`src/rtl/instr_fetch_queue.sv`:
```
// Instruction prefetch queue: owns the fetch PC, reads words over req/ack,
// buffers {pc, word} pairs and hands the head to the core via valid/ready.
//
// Ports:
//   CLOCK_50, reset (async, active-low)
//   pause, redirect, redirect_pc       : control from the core
//   mem_req, mem_addr, mem_ack, mem_rdata : instruction memory handshake
//   inst_valid, inst_ready, instruction, inst_pc, pc_plus4 : head to core
//   queue_count                        : current occupancy
module instr_fetch_queue #(
  parameter int          DEPTH    = 4,
  parameter logic [31:0] RESET_PC = 32'h0
) (
  input  logic                     CLOCK_50,
  input  logic                     reset,
  input  logic                     pause,
  input  logic                     redirect,
  input  logic [31:0]              redirect_pc,
  output logic                     mem_req,
  output logic [31:0]              mem_addr,
  input  logic                     mem_ack,
  input  logic [31:0]              mem_rdata,
  output logic                     inst_valid,
  input  logic                     inst_ready,
  output logic [31:0]              instruction,
  output logic [31:0]              inst_pc,
  output logic [31:0]              pc_plus4,
  output logic [$clog2(DEPTH):0]   queue_count
);

  localparam int AW = $clog2(DEPTH);
  localparam int CW = AW + 1;
  localparam logic [CW-1:0] FULL = CW'(DEPTH);

  typedef enum logic [1:0] {
    IDLE,
    REQ,
    DROP
  } state_t;

  typedef struct packed {
    logic [31:0] pc;
    logic [31:0] word;
  } entry_t;

  entry_t        fifo [DEPTH];
  entry_t        head;
  state_t        state;
  state_t        state_nx;
  logic [AW-1:0] rptr;
  logic [AW-1:0] wptr;
  logic [CW-1:0] count;
  logic [CW-1:0] count_nx;
  logic [31:0]   fpc;
  logic [31:0]   fpc_nx;
  logic [31:0]   addr_q;
  logic [31:0]   addr_nx;
  logic          push;
  logic          pop;
  logic          hold;
  logic          go;
  logic          unused_bits;

  assign unused_bits = ^redirect_pc[1:0];

  assign head        = fifo[rptr];
  assign mem_req     = (state != IDLE);
  assign mem_addr    = addr_q;
  assign queue_count = count;
  assign inst_valid  = (count != '0) && !pause;
  assign instruction = (count != '0) ? head.word : 32'h0;
  assign inst_pc     = (count != '0) ? head.pc : 32'h0;
  assign pc_plus4    = inst_pc + 32'd4;

  // A redirect kills both the word acked this cycle and any pop.
  assign push = (state == REQ) && mem_ack && !redirect;
  assign pop  = inst_valid && inst_ready && !redirect;
  // Request still outstanding into next cycle: address must not move.
  assign hold = (state != IDLE) && !mem_ack;

  always_comb begin
    count_nx = count;
    if (push && !pop) begin
      count_nx = count + CW'(1);
    end else if (pop && !push) begin
      count_nx = count - CW'(1);
    end
    if (redirect) begin
      count_nx = '0;
    end
  end

  always_comb begin
    fpc_nx = fpc;
    if (redirect) begin
      fpc_nx = {redirect_pc[31:2], 2'b00};
    end else if (push) begin
      fpc_nx = fpc + 32'd4;
    end
  end

  assign go      = !pause && (count_nx < FULL);
  assign addr_nx = hold ? addr_q : fpc_nx;

  always_comb begin
    state_nx = state;
    unique case (state)
      IDLE: begin
        if (!pause && (redirect || count < FULL)) begin
          state_nx = REQ;
        end
      end
      REQ: begin
        if (!mem_ack) begin
          if (redirect) begin
            state_nx = DROP;
          end
        end else begin
          state_nx = go ? REQ : IDLE;
        end
      end
      DROP: begin
        if (mem_ack) begin
          state_nx = go ? REQ : IDLE;
        end
      end
      default: state_nx = IDLE;
    endcase
  end

  always_ff @(posedge CLOCK_50 or negedge reset) begin
    if (!reset) begin
      state  <= IDLE;
      fpc    <= RESET_PC;
      addr_q <= RESET_PC;
      count  <= '0;
      rptr   <= '0;
      wptr   <= '0;
    end else begin
      state  <= state_nx;
      fpc    <= fpc_nx;
      addr_q <= addr_nx;
      count  <= count_nx;
      if (redirect) begin
        rptr <= '0;
        wptr <= '0;
      end else begin
        if (push) begin
          wptr <= wptr + AW'(1);
        end
        if (pop) begin
          rptr <= rptr + AW'(1);
        end
      end
    end
  end

  always_ff @(posedge CLOCK_50 or negedge reset) begin
    if (!reset) begin
      for (int i = 0; i < DEPTH; i++) begin
        fifo[i] <= '0;
      end
    end else if (push) begin
      fifo[wptr] <= '{pc: fpc, word: mem_rdata};
    end
  end

endmodule
```
`config.mk`:
```
export PLATFORM = sky130hd
export DESIGN_NAME = instr_fetch_queue
export DESIGN_NICKNAME = d
export VERILOG_FILES = /design/src/rtl/instr_fetch_queue.sv
export SDC_FILE = /design/constraint.sdc
export NUM_CORES = 1
export LEC_CHECK = 0
export BUFFER_PORTS_ARGS = -buffer_cell sky130_fd_sc_hd__buf_2
export CAP_MARGIN = 20
export CORE_MARGIN = 1.5
export CORE_UTILIZATION = 50
export DETAILED_ROUTE_END_ITERATION = 7
export PLACE_DENSITY = 0.77
export SYNTH_ARGS = -nofsm -noshare
export SYNTH_HDL_FRONTEND = slang
export SYNTH_SLANG_ARGS = --single-unit
```
`constraint.sdc`:
```
create_clock -name CLOCK_50 -period 11.3 [get_ports CLOCK_50]
set_input_delay 2.26 -clock CLOCK_50 [delete_from_list [all_inputs] [get_ports CLOCK_50]]
set_output_delay 2.26 -clock CLOCK_50 [all_outputs]
set_load 0.005 [all_outputs]
```
==> results of run 1 <==
-- metal layers --
layer  global-route usage [%]  vias up  wire length [um]
met4                     7.97        0              1060
met5                        0        -                 0
met1                     30.2     5205             15500
li1                         -     4555                 -
met3                     3.67       64              1880
met2                     36.2      304             16900
-- final timing paths --
check / from / to / slack, ns / cells after the start
max: rptr[0] / pc_plus4[18] / 4.22 / 10
min: fifo[47] / fifo[47] / 0.48 / 2
max reg2reg: fpc[4] / mem_addr[22] / 8.70 / 6
min reg2reg: fifo[47] / fifo[47] / 0.48 / 2
max in group asynchronous: reset / fifo[110] / 7.18 / 3
min in group asynchronous: reset / fifo[148] / 1.82 / 1
-- report_power, final --
part	leakage [nW]	internal (mW)	switching, mW
registers	4.26	1.53	0.210
clock network	0.602	0.732	0.478
logic	3.86	0.716	0.606
total	8.72	2.98	1.29
-- area by class of cell --
class	count	area (um2)	share of cell area [%]
well taps	396	495	2.73
flip-flops and latches	329	8240	45.3
repair buffers	213	1130	6.21
inverters	23	86.3	0.475
clock buffers	49	1020	5.62
multi-input cells	742	6990	38.5
clock inverters	18	213	1.17
-- worst max-delay path, delay by kind of cell, from the launching register on --
| family | cells | cell delay (ns) |
|---|---|---|
| AO/OA/AOI/OAI | 1 | 0.96 |
| buffers and inverters | 2 | 0.89 |
| flip-flops | 1 | 0.78 |
| AND/OR/NAND/NOR | 4 | 0.78 |
| multiplexers | 1 | 0.42 |
| adder cells (fa/ha/maj) | 1 | 0.25 |
| XOR/XNOR | 1 | 0.18 |
-- cells by family (layout without fill, tap and decap cells) --
logic type,count (synthesis),after routing,synth area share [%]
xor+xnor,62,62,3.47
buf+inv,110,303,2.96
compound gates,55,55,2.07
fa+ha+maj,9,9,0.720
simple gates,275,275,9.24
mux,341,341,28.9
flops,329,329,52.6
-- state kept, by name, summed over array words and instances, names as in the netlist --
name,flops
fifo,256
fpc,32
mem_addr,32
queue_count,3
rptr,2
state,2
wptr,2
-- through the flow --
step                      util [%]  power, mW  hold slack, ns  instances  worst slack [ns]
after global placement        55.2       3.02           0.456       1702              4.65
final                         59.3       4.27           0.484       1770              4.22
after floorplan                  -       2.58           0.445       1181              5.76
after detailed placement      55.2       3.08           0.467       1702              4.68
after global routing          59.3       4.51           0.500       1770              3.88
after CTS                     59.2       4.31           0.484       1769              4.11
-- cell usage in the layout (no fill, tap or decap), types with 5 or more instances in the layout --
| cell type | count |
|---|---|
| dfrtp_1 | 327 |
| mux2_2 | 269 |
| buf_2 | 199 |
| nand2_1 | 78 |
| and2_1 | 58 |
| mux4_2 | 57 |
| clkbuf_16 | 37 |
| o21ai_0 | 35 |
| nor2_1 | 32 |
| xor2_1 | 32 |
| xnor2_1 | 30 |
| inv_1 | 22 |
| nand3_1 | 19 |
| nand4_1 | 17 |
| nor3_1 | 14 |
| buf_4 | 12 |
| and3_1 | 11 |
| mux2i_1 | 11 |
| nor4_1 | 11 |
| ha_1 | 9 |
| nor2b_1 | 8 |
| clkinv_2 | 7 |
| clkbuf_1 | 7 |
| a21oi_1 | 5 |
| clkbuf_8 | 5 |
==> results.toml, run 1 <==
[cells_and_area]
nNetsFinal = 1425
stdcell_area_um2 = 18200
fillers = 2402
insertedDiodeCount = 0
areaGrowthSynthToFinish_pct = 16.1
drive_above_1_share_pct = 44.8

[sta]
period_needed_ns = 7.08
finalSetupTns_ns = 0
hold_viol_final = 0
relSlewSlack_pct = 24.7
skew_ns = 0.0240
setup_viol = 0
fin_crit_sh_pct = 62.7
rsz0062_at_grt = "false"
tightest_slew_ns = 1.10
slew_viol_final = 0
fmax_mhz = 141

[yosys]
syn_inst = 1181
ys.flop_type = "dfrtp_1"
ys_ff_latch = 329
synth.most_common_cell = "dfrtp_1"
syn-num-nets = 1260
synth.top_cell.area_share_pct = 52.6
ys_async_sr_fraction_pct = 100
yosysWarnings = 0
synth_area_leaders = "dfrtp_1 53%, mux2_2 19%, mux4_2 8.2%"
syn_avg_cell_area_um2 = 13.3
synthDistinctLibCells = 52
synth_seq_area_share_pct = 52.6
syn_area_um2 = 15700
synth_top_cell_by_area = "dfrtp_1"
synth_edf_count = 0
synth_commonest_cells = "329 x dfrtp_1, 269 x mux2_2, 82 x nand2_1"

[worst_setup_path]
path_cells = "buf_4 > mux4_2 > and2_1 > ha_1 > nand4_1 > nor3_4 > nand3_1 > a2111oi_0 > xor2_1 > buf_2"
path_class = "reg -> out"
start_kind = "flip-flop"
cp_data_required_time_ns = 9.04
path_max_fanout = 41
cpMaxStageDelayCell = "a2111oi_0"
cp.arrival_ns = 4.82
max_stage_delay_ns = 0.96
end_kind = "output pin"

[clock_network]
cts-root-buf = "clkbuf_16"
cts.sinks = 329
hold_buffers = 0
cts.repair.resized = 0
h-tree-depth = 2
ctsLongestPathBuffers = 3
postCtsSetupBuffers = 0
cts_buffers = 37
clkTransAtPathRegs_ns = 0.06
clkLatencyLatePin_ns = 0.52
cts_tree = "done"

[floorplan]
die_h_um = 180
fp.dieArea_um2 = 32400
floorplan.rows = 64
initial_core_util_pct = 51.0
io_pins = 203
die_x_um = 180
core_area_um2 = 30700

[grt]
antenna_found_initial = 0
grt_usage_pct = 22.2
gr-total-overflow = 0
grt_pass1_wl_um = 57400
grt_max_degree = 123
grt_pass1_vias = 10539

[route]
drtPass1Iterations = 5
wl_per_cell_um = 20.0
ant_nets = 0
dr_total_vias = 10128
totalWireLength_um = 35400
drcViolationCount = 0
drt_iter0_markers = 526
via_per_inst = 5.72

[pwr]
leakage_nw = 8.72
powerDensity_nw_per_um2 = 235
ir_worst_vdd_v = 0.000127

[placed_design]
place_area_um2 = 16900
numPortBuffers = 200
gp_congestion = 0.802
hpwl_um = 22500

[flow_run]
maxCapViolations = 0

[status]
status = "finished clean"

[hold_path]
hold_class = "reg -> reg"
No activity file was read; power rests on OpenSTA's default activity.
==> run 2, diff against run 1 <==
--- a/config.mk
+++ b/config.mk
@@ -5,12 +5,13 @@
 export SDC_FILE = /design/constraint.sdc
 export NUM_CORES = 1
 export LEC_CHECK = 0
+export ABC_AREA = 1
 export BUFFER_PORTS_ARGS = -buffer_cell sky130_fd_sc_hd__buf_2
 export CAP_MARGIN = 20
 export CORE_MARGIN = 1.5
 export CORE_UTILIZATION = 50
 export DETAILED_ROUTE_END_ITERATION = 7
-export PLACE_DENSITY = 0.77
+export PLACE_DENSITY = 0.79
 export SYNTH_ARGS = -nofsm -noshare
 export SYNTH_HDL_FRONTEND = slang
 export SYNTH_SLANG_ARGS = --single-unit
==> constraint.sdc (replaced) <==
create_clock -name CLOCK_50 -period 6.2 [get_ports CLOCK_50]
set_input_delay 1.24 -clock CLOCK_50 [delete_from_list [all_inputs] [get_ports CLOCK_50]]
set_output_delay 1.24 -clock CLOCK_50 [all_outputs]
set_load 0.005 [all_outputs]
==> run 2 against run 1 <==
- final cell count up 59%
- clock skew is 0.0029 ns lower
- area after synthesis rose by 5.2%
- sequential share of layout area decreased by 1.8 points
- register-to-register slack lost 5.3 ns
- cell area grew 4.0%
==> results.toml, run 2 <==
[status]
status = "finished clean"

[sta]
period_needed_ns = 5.17
skew_ns = 0.0211
setup_viol = 0
hold_viol_final = 0
fin_crit_sh_pct = 83.4
hold_slack_ns = 0.479
slew_viol_final = 0
finalSetupTns_ns = 0
tightest_slew_ns = 1.05
relSlewSlack_pct = 30.3
fmax_mhz = 193
rsz0062_at_grt = "false"

[route]
via_per_inst = 5.42
wl_met3_um = 3280
drtPass1Iterations = 5
totalWireLength_um = 44900
drcViolationCount = 0
drt_iter0_markers = 1179
dr_total_vias = 15260
wl_met2_um = 20300
wl_per_cell_um = 16.0
ant_nets = 0
wl_met1_um = 19900
top_layer_used = "met4"

[clock_network]
clkTransAtPathRegs_ns = 0.06
ctsLongestPathBuffers = 3
cts.sinks = 329
postCtsSetupBuffers = 0
cts_tree = "done"
cts-root-buf = "clkbuf_16"
h-tree-depth = 2
hold_buffers = 0
cts.repair.resized = 0
clkLatencyLatePin_ns = 0.54
cts_buffers = 36

[pwr]
powerDensity_nw_per_um2 = 400
leakage_nw = 9.41
ir_worst_vdd_v = 0.000202

[cells_and_area]
largest_reg_flops = 256
layout_commonest_cell = "nand2_1"
insertedDiodeCount = 0
fillers = 2930
layout_common_cells = "710 x nand2_1, 347 x o21ai_0, 327 x dfrtp_1"
drive_above_1_share_pct = 13.7
nNetsFinal = 2427
largest_register = "fifo"
utilization_pct = 58.3
stdcell_area_um2 = 18900
final_cells = 2814
areaGrowthSynthToFinish_pct = 14.8

[yosys]
syn_avg_cell_area_um2 = 7.44
ys_ff_latch = 329
syn_area_um2 = 16500
synth_top_family_by_area = "simple AND/OR/NAND/NOR gates"
synth_seq_area_share_pct = 50.0
synth_compound_area_share_pct = 12.5
ys_async_sr_fraction_pct = 100
syn-num-nets = 2294
synth.most_common_cell = "nand2_1"
ys.flop_type = "dfrtp_1"
synth_edf_count = 0
synthDistinctLibCells = 34
synth_area_leaders = "dfrtp_1 50%, nand2_1 16%, o21ai_0 11%"
yosys-mux-area-fraction_pct = 0
synth.top_cell.area_share_pct = 50.0
yosys.area_share.simple_pct = 28.8
synth_adder_area_share_pct = 0.684
yosysWarnings = 0
synth_commonest_cells = "714 x nand2_1, 347 x o21ai_0, 329 x dfrtp_1"
synth_top_cell_by_area = "dfrtp_1"
synthXorXnorAreaFrac_pct = 1.06
syn_inst = 2215

[floorplan]
floorplan.rows = 66
fp.dieArea_um2 = 34000
initial_core_util_pct = 50.7
core_area_um2 = 32500
die_x_um = 184
die_h_um = 184
io_pins = 203

[worst_setup_path]
start_kind = "flip-flop"
cp_data_required_time_ns = 4.96
ff2ff_setup_slack_ns = 3.40
cp.arrival_ns = 3.93
path_class = "reg -> out"
end_kind = "output pin"
path_max_fanout = 92

[placed_design]
numPortBuffers = 200
hpwl_um = 29300
dp.cells = 2751
place_area_um2 = 17700
gp_congestion = 0.905

[grt]
antenna_found_initial = 0
gr-total-overflow = 0
grt_pass1_vias = 14214
grt_max_degree = 130
grt_usage_pct = 26.8
grt_pass1_wl_um = 72700

[hold_path]
hold_class = "reg -> reg"

[flow_run]
maxCapViolations = 0
run 2: cell types whose count changed after synthesis, sizes merged, moves of 114 or more:
cell,previous run,this run
inv,23,155
mux2,269,0
nand2,83,716
nand3,19,133
nor2,32,285
o21ai,36,351
run 2: area by class of cell:
class	count	area, um2	share of cell area [%]
tap	442	553	2.92
sequential	329	8240	43.6
clock inverter	14	204	1.08
timing repair buffer	219	1190	6.27
multi-input combinational	1607	7120	37.7
inverter	155	583	3.08
clock buffer	48	1030	5.43
run 2: layer usage:
layer	up-vias	GRT usage, %
met3	98	3.69
met1	7223	37.6
met2	628	42.8
li1	7311	-
met4	0	9.38
met5	-	0
run 2: power by group:
part	internal, mW	switching [mW]
registers	2.73	0.344
clock network	1.34	0.889
logic	0.794	1.47
run 2: final timing paths:
path,start,endpoint,cells after the start
min in group asynchronous,reset,fifo[30],1
worst min register to register,mem_addr[30],mem_addr[30],2
max in group asynchronous,reset,fifo[197],2
worst max register to register,state[1],fifo[178],7
worst max-delay path,rptr[0],pc_plus4[11],9
worst min-delay path,mem_addr[30],mem_addr[30],2
run 2: logic make-up (layout without fill, tap and decap cells):
logic type | after synthesis | after routing
XOR/XNOR | 20 | 20
flip-flops | 329 | 329
buffers and inverters | 279 | 436
AND/OR/NAND/NOR | 1173 | 1173
adder cells (fa/ha/maj) | 9 | 9
AO/OA/AOI/OAI | 405 | 405
run 2: metrics by stage:
stage                     total power [mW]  setup slack (ns)
after floorplan                       4.47              2.74
after global routing                  8.05             0.872
after CTS                             7.57              1.11
after global placement                5.23              1.70
final                                 7.56              1.03
after detailed placement              5.32              1.66
run 2: critical path, stage by stage, from the launching register on:
cell	delay, ns
dfrtp_4	0.76
buf_4	0.89
nand2_1	0.12
nand3_1	0.13
nand3_1	0.28
nor2_1	0.34
nand2_1	0.25
nor2_2	0.21
xor2_1	0.23
buf_2	0.15
